==> config.mk <==
export PLATFORM = sky130hd
export DESIGN_NAME = seg_value_encoder
export DESIGN_NICKNAME = d
export VERILOG_FILES = /design/src/rtl/seg_value_encoder.sv
export SDC_FILE = /design/constraint.sdc
export NUM_CORES = 1
export LEC_CHECK = 0
export CORE_AREA = 2 2 73 75
export CTS_BUF_LIST = sky130_fd_sc_hd__clkbuf_16
export DETAILED_ROUTE_END_ITERATION = 12
export DIE_AREA = 0 0 75 77
export PLACE_DENSITY = 0.85
export SLEW_MARGIN = 20
export SYNTH_ARGS = -nofsm -noshare
export SYNTH_HDL_FRONTEND = slang
export SYNTH_SLANG_ARGS = --single-unit
export TNS_END_PERCENT = 1
==> constraint.sdc <==
create_clock -name CLK -period 6.37 [get_ports CLK]
set_input_delay 0.637 -clock CLK [delete_from_list [all_inputs] [get_ports CLK]]
set_output_delay 0.637 -clock CLK [all_outputs]
set_load 0.02 [all_outputs]
==> src/rtl/seg_value_encoder.sv <==
`default_nettype none
// ============================================================================
//  Module      : seg_value_encoder
//  Description : Sequential binary-to-seven-segment front end for a two-digit
//                display. A 7-bit value is captured on Load and converted to
//                two BCD digits by a 7-step shift-add-3 engine. Both digits
//                are encoded to a..g patterns and held on the 14-bit Signal
//                bus. Values above MAX_VALUE show "--".
//                Optional build macro: LEADING_ZERO_BLANK_EN. When it is
//                defined, a zero tens digit is blanked.
//  Revision    : 1.0 - initial release
// ============================================================================
module seg_value_encoder #(
    parameter int MAX_VALUE = 99
) (
    input  logic        CLK,
    input  logic        RST,
    input  logic [6:0]  Value,
    input  logic        Load,
    output logic        Busy,
    output logic        Done,
    output logic [13:0] Signal
);

    localparam logic [1:0]  c_st_idle   = 2'd0;
    localparam logic [1:0]  c_st_shift  = 2'd1;
    localparam logic [1:0]  c_st_enc    = 2'd2;
    localparam logic [2:0]  c_last_step = 3'd6;
    localparam logic [7:0]  c_max_value = 8'(MAX_VALUE);
    localparam logic [13:0] c_ovf_pat   = 14'b0000001_0000001;

    logic [1:0]  r_state;
    logic [1:0]  w_state_nxt;
    logic [2:0]  r_step;
    logic [6:0]  r_bin;
    logic [7:0]  r_bcd;
    logic        r_ovf;
    logic        r_done;
    logic [13:0] r_signal;

    logic [7:0]  w_bcd_adj;
    logic [6:0]  w_units_seg;
    logic [6:0]  w_tens_seg;
    logic [13:0] w_signal_nxt;

    // Seven-segment pattern for one digit, MSB = segment a.
    function automatic logic [6:0] f_seg(input logic [3:0] d);
        case (d)
            4'd0:    f_seg = 7'b1111110;
            4'd1:    f_seg = 7'b0110000;
            4'd2:    f_seg = 7'b1101101;
            4'd3:    f_seg = 7'b1111001;
            4'd4:    f_seg = 7'b0110011;
            4'd5:    f_seg = 7'b1011011;
            4'd6:    f_seg = 7'b1011111;
            4'd7:    f_seg = 7'b1110000;
            4'd8:    f_seg = 7'b1111111;
            4'd9:    f_seg = 7'b1111011;
            default: f_seg = 7'b0000000;
        endcase
    endfunction

    // Control sequencing: accept in idle, seven shift steps, one encode cycle.
    always_comb begin
        w_state_nxt = r_state;
        case (r_state)
            c_st_idle:  if (Load) w_state_nxt = c_st_shift;
            c_st_shift: if (r_step == c_last_step) w_state_nxt = c_st_enc;
            c_st_enc:   w_state_nxt = c_st_idle;
            default:    w_state_nxt = c_st_idle;
        endcase
    end

    // Add-3 correction of each BCD nibble ahead of the shift.
    always_comb begin
        w_bcd_adj[3:0] = (r_bcd[3:0] >= 4'd5) ? r_bcd[3:0] + 4'd3 : r_bcd[3:0];
        w_bcd_adj[7:4] = (r_bcd[7:4] >= 4'd5) ? r_bcd[7:4] + 4'd3 : r_bcd[7:4];
    end

    // Digit encoding of the finished accumulator, with overflow override.
    always_comb begin
        w_units_seg = f_seg(r_bcd[3:0]);
`ifdef LEADING_ZERO_BLANK_EN
        w_tens_seg  = (r_bcd[7:4] == 4'd0) ? 7'b0000000 : f_seg(r_bcd[7:4]);
`else
        w_tens_seg  = f_seg(r_bcd[7:4]);
`endif
        w_signal_nxt = r_ovf ? c_ovf_pat : {w_tens_seg, w_units_seg};
    end

    // State register.
    always_ff @(posedge CLK) begin
        if (RST) begin
            r_state <= c_st_idle;
        end else begin
            r_state <= w_state_nxt;
        end
    end

    // Conversion datapath and output registers.
    always_ff @(posedge CLK) begin
        if (RST) begin
            r_step   <= 3'd0;
            r_bin    <= 7'd0;
            r_bcd    <= 8'd0;
            r_ovf    <= 1'b0;
            r_done   <= 1'b0;
            r_signal <= 14'd0;
        end else begin
            r_done <= (r_state == c_st_enc);
            case (r_state)
                c_st_idle: begin
                    if (Load) begin
                        r_bin  <= Value;
                        r_bcd  <= 8'd0;
                        r_ovf  <= ({1'b0, Value} > c_max_value);
                        r_step <= 3'd0;
                    end
                end
                c_st_shift: begin
                    r_bcd  <= {w_bcd_adj[6:0], r_bin[6]};
                    r_bin  <= {r_bin[5:0], 1'b0};
                    // A carry out of the tens nibble means more than two digits.
                    r_ovf  <= r_ovf | w_bcd_adj[7];
                    r_step <= r_step + 3'd1;
                end
                c_st_enc: begin
                    r_signal <= w_signal_nxt;
                end
                default: ;
            endcase
        end
    end

    assign Busy   = (r_state == c_st_shift) || (r_state == c_st_enc);
    assign Done   = r_done;
    assign Signal = r_signal;

endmodule
`default_nettype wire
Word-level counts from Yosys, hierarchy flattened
Memory sizes are Yosys's and may differ from the RTL's. A register that Yosys moved wholly into a read port is not among the register bits.
Cells that the tools add are included.
{ "totals": {"register_bits": 36, "memories": 2, "wordCells": 44, "inputBits": 10, "romBits": 224} }
{ "classes": {"n_lt_le_gt_ge": 3, "bitwise_logic": 1, "muxes": 18, "n_addsub": 3, "n_eq_ne": 5, "n_reduce_logical": 5} }
{ "memory_table": {"columns": ["name", "words", "width", "read_ports", "rd_clocked_by_memory_dff", "write_ports", "line_no", "text"], "rows": [
  ["(name not given)", 16, 7, 1, 1, 0, "48", "case (d)"],
  ["(name not given)", 16, 7, 1, 1, 0, "48", null]
]} }
{ "ops": {"columns": ["op", "count"], "rows": [
  ["4-bit 2-to-1 mux", 6],
  ["8-bit case mux with 2 select lines", 1],
  ["14-bit 2-to-1 mux", 1],
  ["7-bit case mux with 2 select lines", 1],
  ["4-bit by 2-bit adder with 4-bit output, second input constant", 2],
  ["4-bit by 3-bit greater-or-equal comparator with 1-bit output, second input constant", 2],
  ["8-bit 2-to-1 mux", 1],
  ["7-bit greater-than comparator, second input constant", 1],
  ["7-bit 2-to-1 mux", 1],
  ["3-bit case mux with 2 select lines", 1],
  ["2-bit 2-to-1 mux", 2],
  ["2-bit inequality test, second input constant", 2],
  ["2-bit case mux with 2 select lines", 1],
  ["2-bit AND reduction", 2],
  ["3-bit by 1-bit adder with 3-bit output, second input constant", 1],
  ["3-bit == test, second input constant", 1],
  ["3-bit 2-to-1 mux", 1],
  ["2-bit by 1-bit == test with 1-bit output, second input constant", 1],
  ["2-bit == test, second input constant", 1],
  ["2-bit logical NOT", 1],
  ["1-bit case mux with 2 select lines", 1],
  ["2-bit nonzero test", 1],
  ["1-bit logical OR", 1],
  ["1-bit 2-to-1 mux", 1],
  ["1-bit bitwise OR", 1]
]} }

Depth between registers and ports, before layout
{ "logic_depth": {"word_depth": 5, "ltp_mapped": 11} }

Worst setup path before layout
Ideal clock, no wire load.
{ "synth_timing": {"kind": "register -> register", "start": "register r_state[0]", "end": "register, netlist name w_units_seg[6]", "path_slack_ns": 3.927, "path_stages_with_launch": 11, "path_buffers": 1, "period_less_slack_ns": 2.443, "t_arrival_ns": 2.381, "required_time_ns": 6.307, "cell_sequence": "dfxtp_1 -> inv_1 -> ha_1 -> mux2i_2 -> buf_2 -> a22oi_2 -> nor2_1 -> inv_1 -> ha_1 -> or4_1 -> nand3_1"} }
{ "synth_between": {"elab_chain_len": 5} }
{ "synth_lines": {"columns": ["item", "line_no", "text"], "rows": [
  ["start: declaration", "32", "logic [1:0] r_state;"],
  ["start signal: assignment", "94", "r_state <= c_st_idle;"],
  ["start signal: assignment", "96", "r_state <= w_state_nxt;"],
  ["2-bit by 1-bit == test with 1-bit output / 2-bit logical NOT (equally long branches)", "111", "case (r_state)"],
  ["2-bit nonzero test (no line) / 2-bit inequality test (equally long branches)", null, null],
  ["2-bit AND reduction (no line)", null, null],
  ["4-bit 2-to-1 mux (no line) * (2 in a row)", null, null]
]} }
Every way passes the cells marked *; elsewhere a longest branch is shown, timed or not.
A chain may end at the register's enable or synchronous reset.

Final worst setup path
{ "layout_timing": {"start": "register r_state[1]", "end": "register, netlist name w_units_seg[6]"} }
{ "layout_between": {"elab_chain_len": 5} }
{ "layout_lines": {"columns": ["item", "line_no"], "rows": [
  ["2-bit by 1-bit == test with 1-bit output / 2-bit logical NOT (equally long branches)", "111"],
  ["2-bit nonzero test (no line) / 2-bit inequality test (equally long branches)", null],
  ["2-bit AND reduction (no line)", null],
  ["4-bit 2-to-1 mux (no line) * (2 in a row)", null]
]} }
Marked as above.

==> results.py <==
metrics = {
    "critical_path": {
        "path_cells": "inv_1 > ha_1 > mux2i_2 > a22oi_2 > nor2_1 > inv_1 > ha_1 > or4_1 > nand3_1",
        "arrival_ns": 3.39,
        "worst_setup_path_end_kind": "register",
        "start_kind": "register",
        "critPathMaxStageDelay_ns": 0.80,
        "cp.required_ns": 6.60,
        "path_class": "reg2reg",
        "cp_slowest_cell": "mux2i_2",
        "path_max_fanout": 22,
    },
    "place": {
        "port_buffers": 25,
        "gp_congestion": 0.836,
        "place_area_sq_mm": 0.00286,
        "place_hpwl_mm": 3.54,
    },
    "detailed_routing": {
        "drc": 0,
        "postRouteAntennaNets": 0,
        "vias_per_cell": 5.59,
        "vias": 2164,
        "wl_per_cell_microns": 13.3,
        "wl_mm": 5.15,
        "drtIter0Drc": 218,
        "first_pass_iters": 4,
    },
    "layout": {
        "synthToLayoutAreaGrowth_pct": 15.2,
        "nets": 347,
        "regArea_sq_mm": 0.00100,
        "finalInstanceArea_sq_mm": 0.00300,
        "diodes": 0,
        "drive_gt1_share_pct": 4.73,
        "fillers": 430,
        "multi_input_comb_area_sq_mm": 0.00148,
    },
    "clock_tree": {
        "cts_buffer_depth": 2,
        "root_buffer": "clkbuf_16",
        "cts_sinks": 50,
        "clk_pin_slew_ns": 0.07,
        "cts_setup_buffers": 0,
        "cts_resized": 0,
        "clock_latency_ns": 0.29,
        "cts_made_buffers": 5,
        "h-tree-depth": 2,
        "cts_tree": "yes",
        "postCtsHoldBufs": 0,
    },
    "global_routing": {
        "antenna_found_initial": 0,
        "overflow": 0,
        "grt_pass1_vias": 2095,
        "grt_max_degree": 58,
        "grt_pass1_wl_mm": 8.88,
        "grt_usage_pct": 19.1,
    },
    "power": {
        "power_density_mw_per_mm2": 263,
        "irDropWorstVdd_mv": 0.112,
        "swShare_pct": 29.2,
        "switchingPower_uw": 230,
        "p_clk_share_pct": 33.2,
        "total_power_uw": 790,
        "pwr-share-comb_pct": 22.3,
        "p_seq_share_pct": 44.5,
        "p_int_uw": 560,
        "power_leakage_nw": 1.14,
    },
    "sta": {
        "post-route-period-util_pct": 49.6,
        "tightest_slew_ns": 0.967,
        "rsz0062_at_grt": "no",
        "skew_ns": 0.00638,
        "max_freq_mhz": 317,
        "hold_viol_final": 0,
        "finalCriticalPeriod_ns": 3.16,
        "slew_viol_final": 0,
        "max_slew_margin_pct": 35.6,
        "timing.setup.tns_ns": 0,
        "setup_violations": 0,
    },
    "yosys": {
        "synth-simple-area-share_pct": 20.4,
        "synthCells": 302,
        "synth_edf_count": 0,
        "yosys.area_share.adder_pct": 10.1,
        "syn_area_sq_mm": 0.00260,
        "yosysWarnings": 0,
        "synthDistinctLibCells": 52,
        "synth_nets": 333,
        "muxShareOfSynthArea_pct": 3.27,
        "ys_seq_area_share_pct": 38.4,
        "synth_area_per_cell_sq_um": 8.62,
        "synth-compound-area-share_pct": 22.0,
        "synth_top_family_by_area": "compound AO/OA/AOI/OAI gates",
        "synth_flop_cell": "dfxtp_1",
        "ys_async_sr_fraction_pct": 0,
        "synth-seq-cells": 50,
        "synth_xor_area_share_pct": 1.01,
    },
    "floorplanning": {
        "coreArea_sq_mm": 0.00498,
        "io_pins": 26,
        "start_util_pct": 52.3,
        "die_h_microns": 77,
        "dieWidth_microns": 75,
        "die_area_sq_mm": 0.00578,
        "fp-row-count": 26,
    },
    "run_status": {
        "status": "finished clean",
    },
    "flow_run": {
        "drv_cap": 0,
    },
    "min_path": {
        "hp-class": "reg2reg",
    },
}
routing by layer:
metal	share of wire, %	wire [microns]	vias to the layer above	global-route usage, %
met5	0	0	-	0
met4	1.0	52	0	7.14
met3	3.6	187	6	4.20
met2	50	2580	46	32.4
met1	45	2320	1007	23.0
li1	-	-	1105	-
state kept, by name (all words and copies together) (netlist names):
signal       cells
r_bin            7
r_step           3
Signal          14
w_units_seg      7
r_state          2
Done             1
w_tens_seg       7
r_bcd            8
r_ovf            1
path summary, 6_finish.rpt:
check        cells past startpoint           start  slack [ns]              to
max reg2reg                      9      r_state[1]        3.21  w_units_seg[6]
max                              9      r_state[1]        3.21  w_units_seg[6]
min reg2reg                      2  w_units_seg[2]        0.46       Signal[2]
min                              2  w_units_seg[2]        0.46       Signal[2]
synth_stat cells (2+ instances only):
cell	instances	area [sq um]
dfxtp_1	50	1000
nor2_1	36	135
a21oi_1	27	135
ha_1	21	263
nand2_1	18	67.6
nor2b_1	18	113
inv_1	11	41.3
nor3_1	11	55.1
clkbuf_1	10	37.5
a211oi_1	9	67.6
nand3_1	8	40.0
mux2i_1	6	60.1
nand2b_1	5	31.3
o21ai_0	5	25.0
buf_2	4	20.0
o22ai_1	4	25.0
or4_1	4	30.0
a21o_1	3	22.5
a221o_1	3	30.0
a22oi_1	3	22.5
o21ai_1	3	15.0
o31a_1	3	26.3
xnor2_1	3	26.3
a2111oi_0	2	17.5
a211o_1	2	17.5
a22o_1	2	17.5
a41o_1	2	20.0
and2_1	2	12.5
buf_1	2	7.51
nand4_1	2	12.5
o2bb2ai_1	2	17.5
power groups by stage:
stage          logic (mW)  registers, mW  clock network [mW]
4_1_cts             0.178          0.352               0.269
3_3_place_gp        0.173          0.358                   0
3_5_place_dp        0.177          0.359                   0
6_report            0.177          0.351               0.262
5_1_grt             0.195          0.354               0.283
2_1_floorplan       0.108          0.373                   0
layout by cell type (no fill, tap or decap), types with 4 or more instances in the layout:
master           Yosys  final
nand2b_1             5      5
o21ai_0              5      5
nor2_1              36     36
a21oi_1             27     27
nor3_1              11     11
clkbuf_16            0      5
mux2i_1              6      6
or4_1                4      4
o22ai_1              4      4
nand2_1             18     18
dfxtp_1             50     50
ha_1                21     21
inv_1               11     11
a211oi_1             9      9
clkdlybuf4s50_1      0     24
nor2b_1             18     18
nand3_1              8      8
critical path: cells and delay by family (launching register included):
kind	cells	cell delay, ns
AOI/OAI and AO/OA	1	0.13
and+or+nand+nor	3	0.88
adders and majority gates	2	0.69
buffers and inverters	2	0.23
DFF	1	0.35
muxes	1	0.80
layout make-up:
| type | count | share of cell area [%] |
|---|---|---|
| multi-input cells | 222 | 49.2 |
| flip-flops and latches | 50 | 33.4 |
| repair buffers | 25 | 8.17 |
| clock buffers | 5 | 4.17 |
| well taps | 70 | 2.92 |
| inverters | 12 | 1.50 |
| clock inverters | 3 | 0.667 |
per-stage QoR:
stage / util [%] / setup slack, ns / hold slack, ns / instances
floorplan: - / 3.93 / 0.432 / 302
global placement: 57.4 / 3.19 / 0.436 / 379
detailed placement: 57.4 / 3.07 / 0.446 / 379
CTS: 60.3 / 3.21 / 0.462 / 387
global route: 60.3 / 2.93 / 0.483 / 387
finish: 60.3 / 3.21 / 0.458 / 387
logic make-up (layout without fill, tap and decap cells):
family / Yosys count / in the layout
DFF: 50 / 50
and+or+nand+nor: 108 / 108
buffers and inverters: 30 / 45
muxes: 8 / 8
adders and majority gates: 21 / 21
AOI/OAI and AO/OA: 82 / 82
xor gates and xnor gates: 3 / 3
Power figures use the tool's default switching activity.
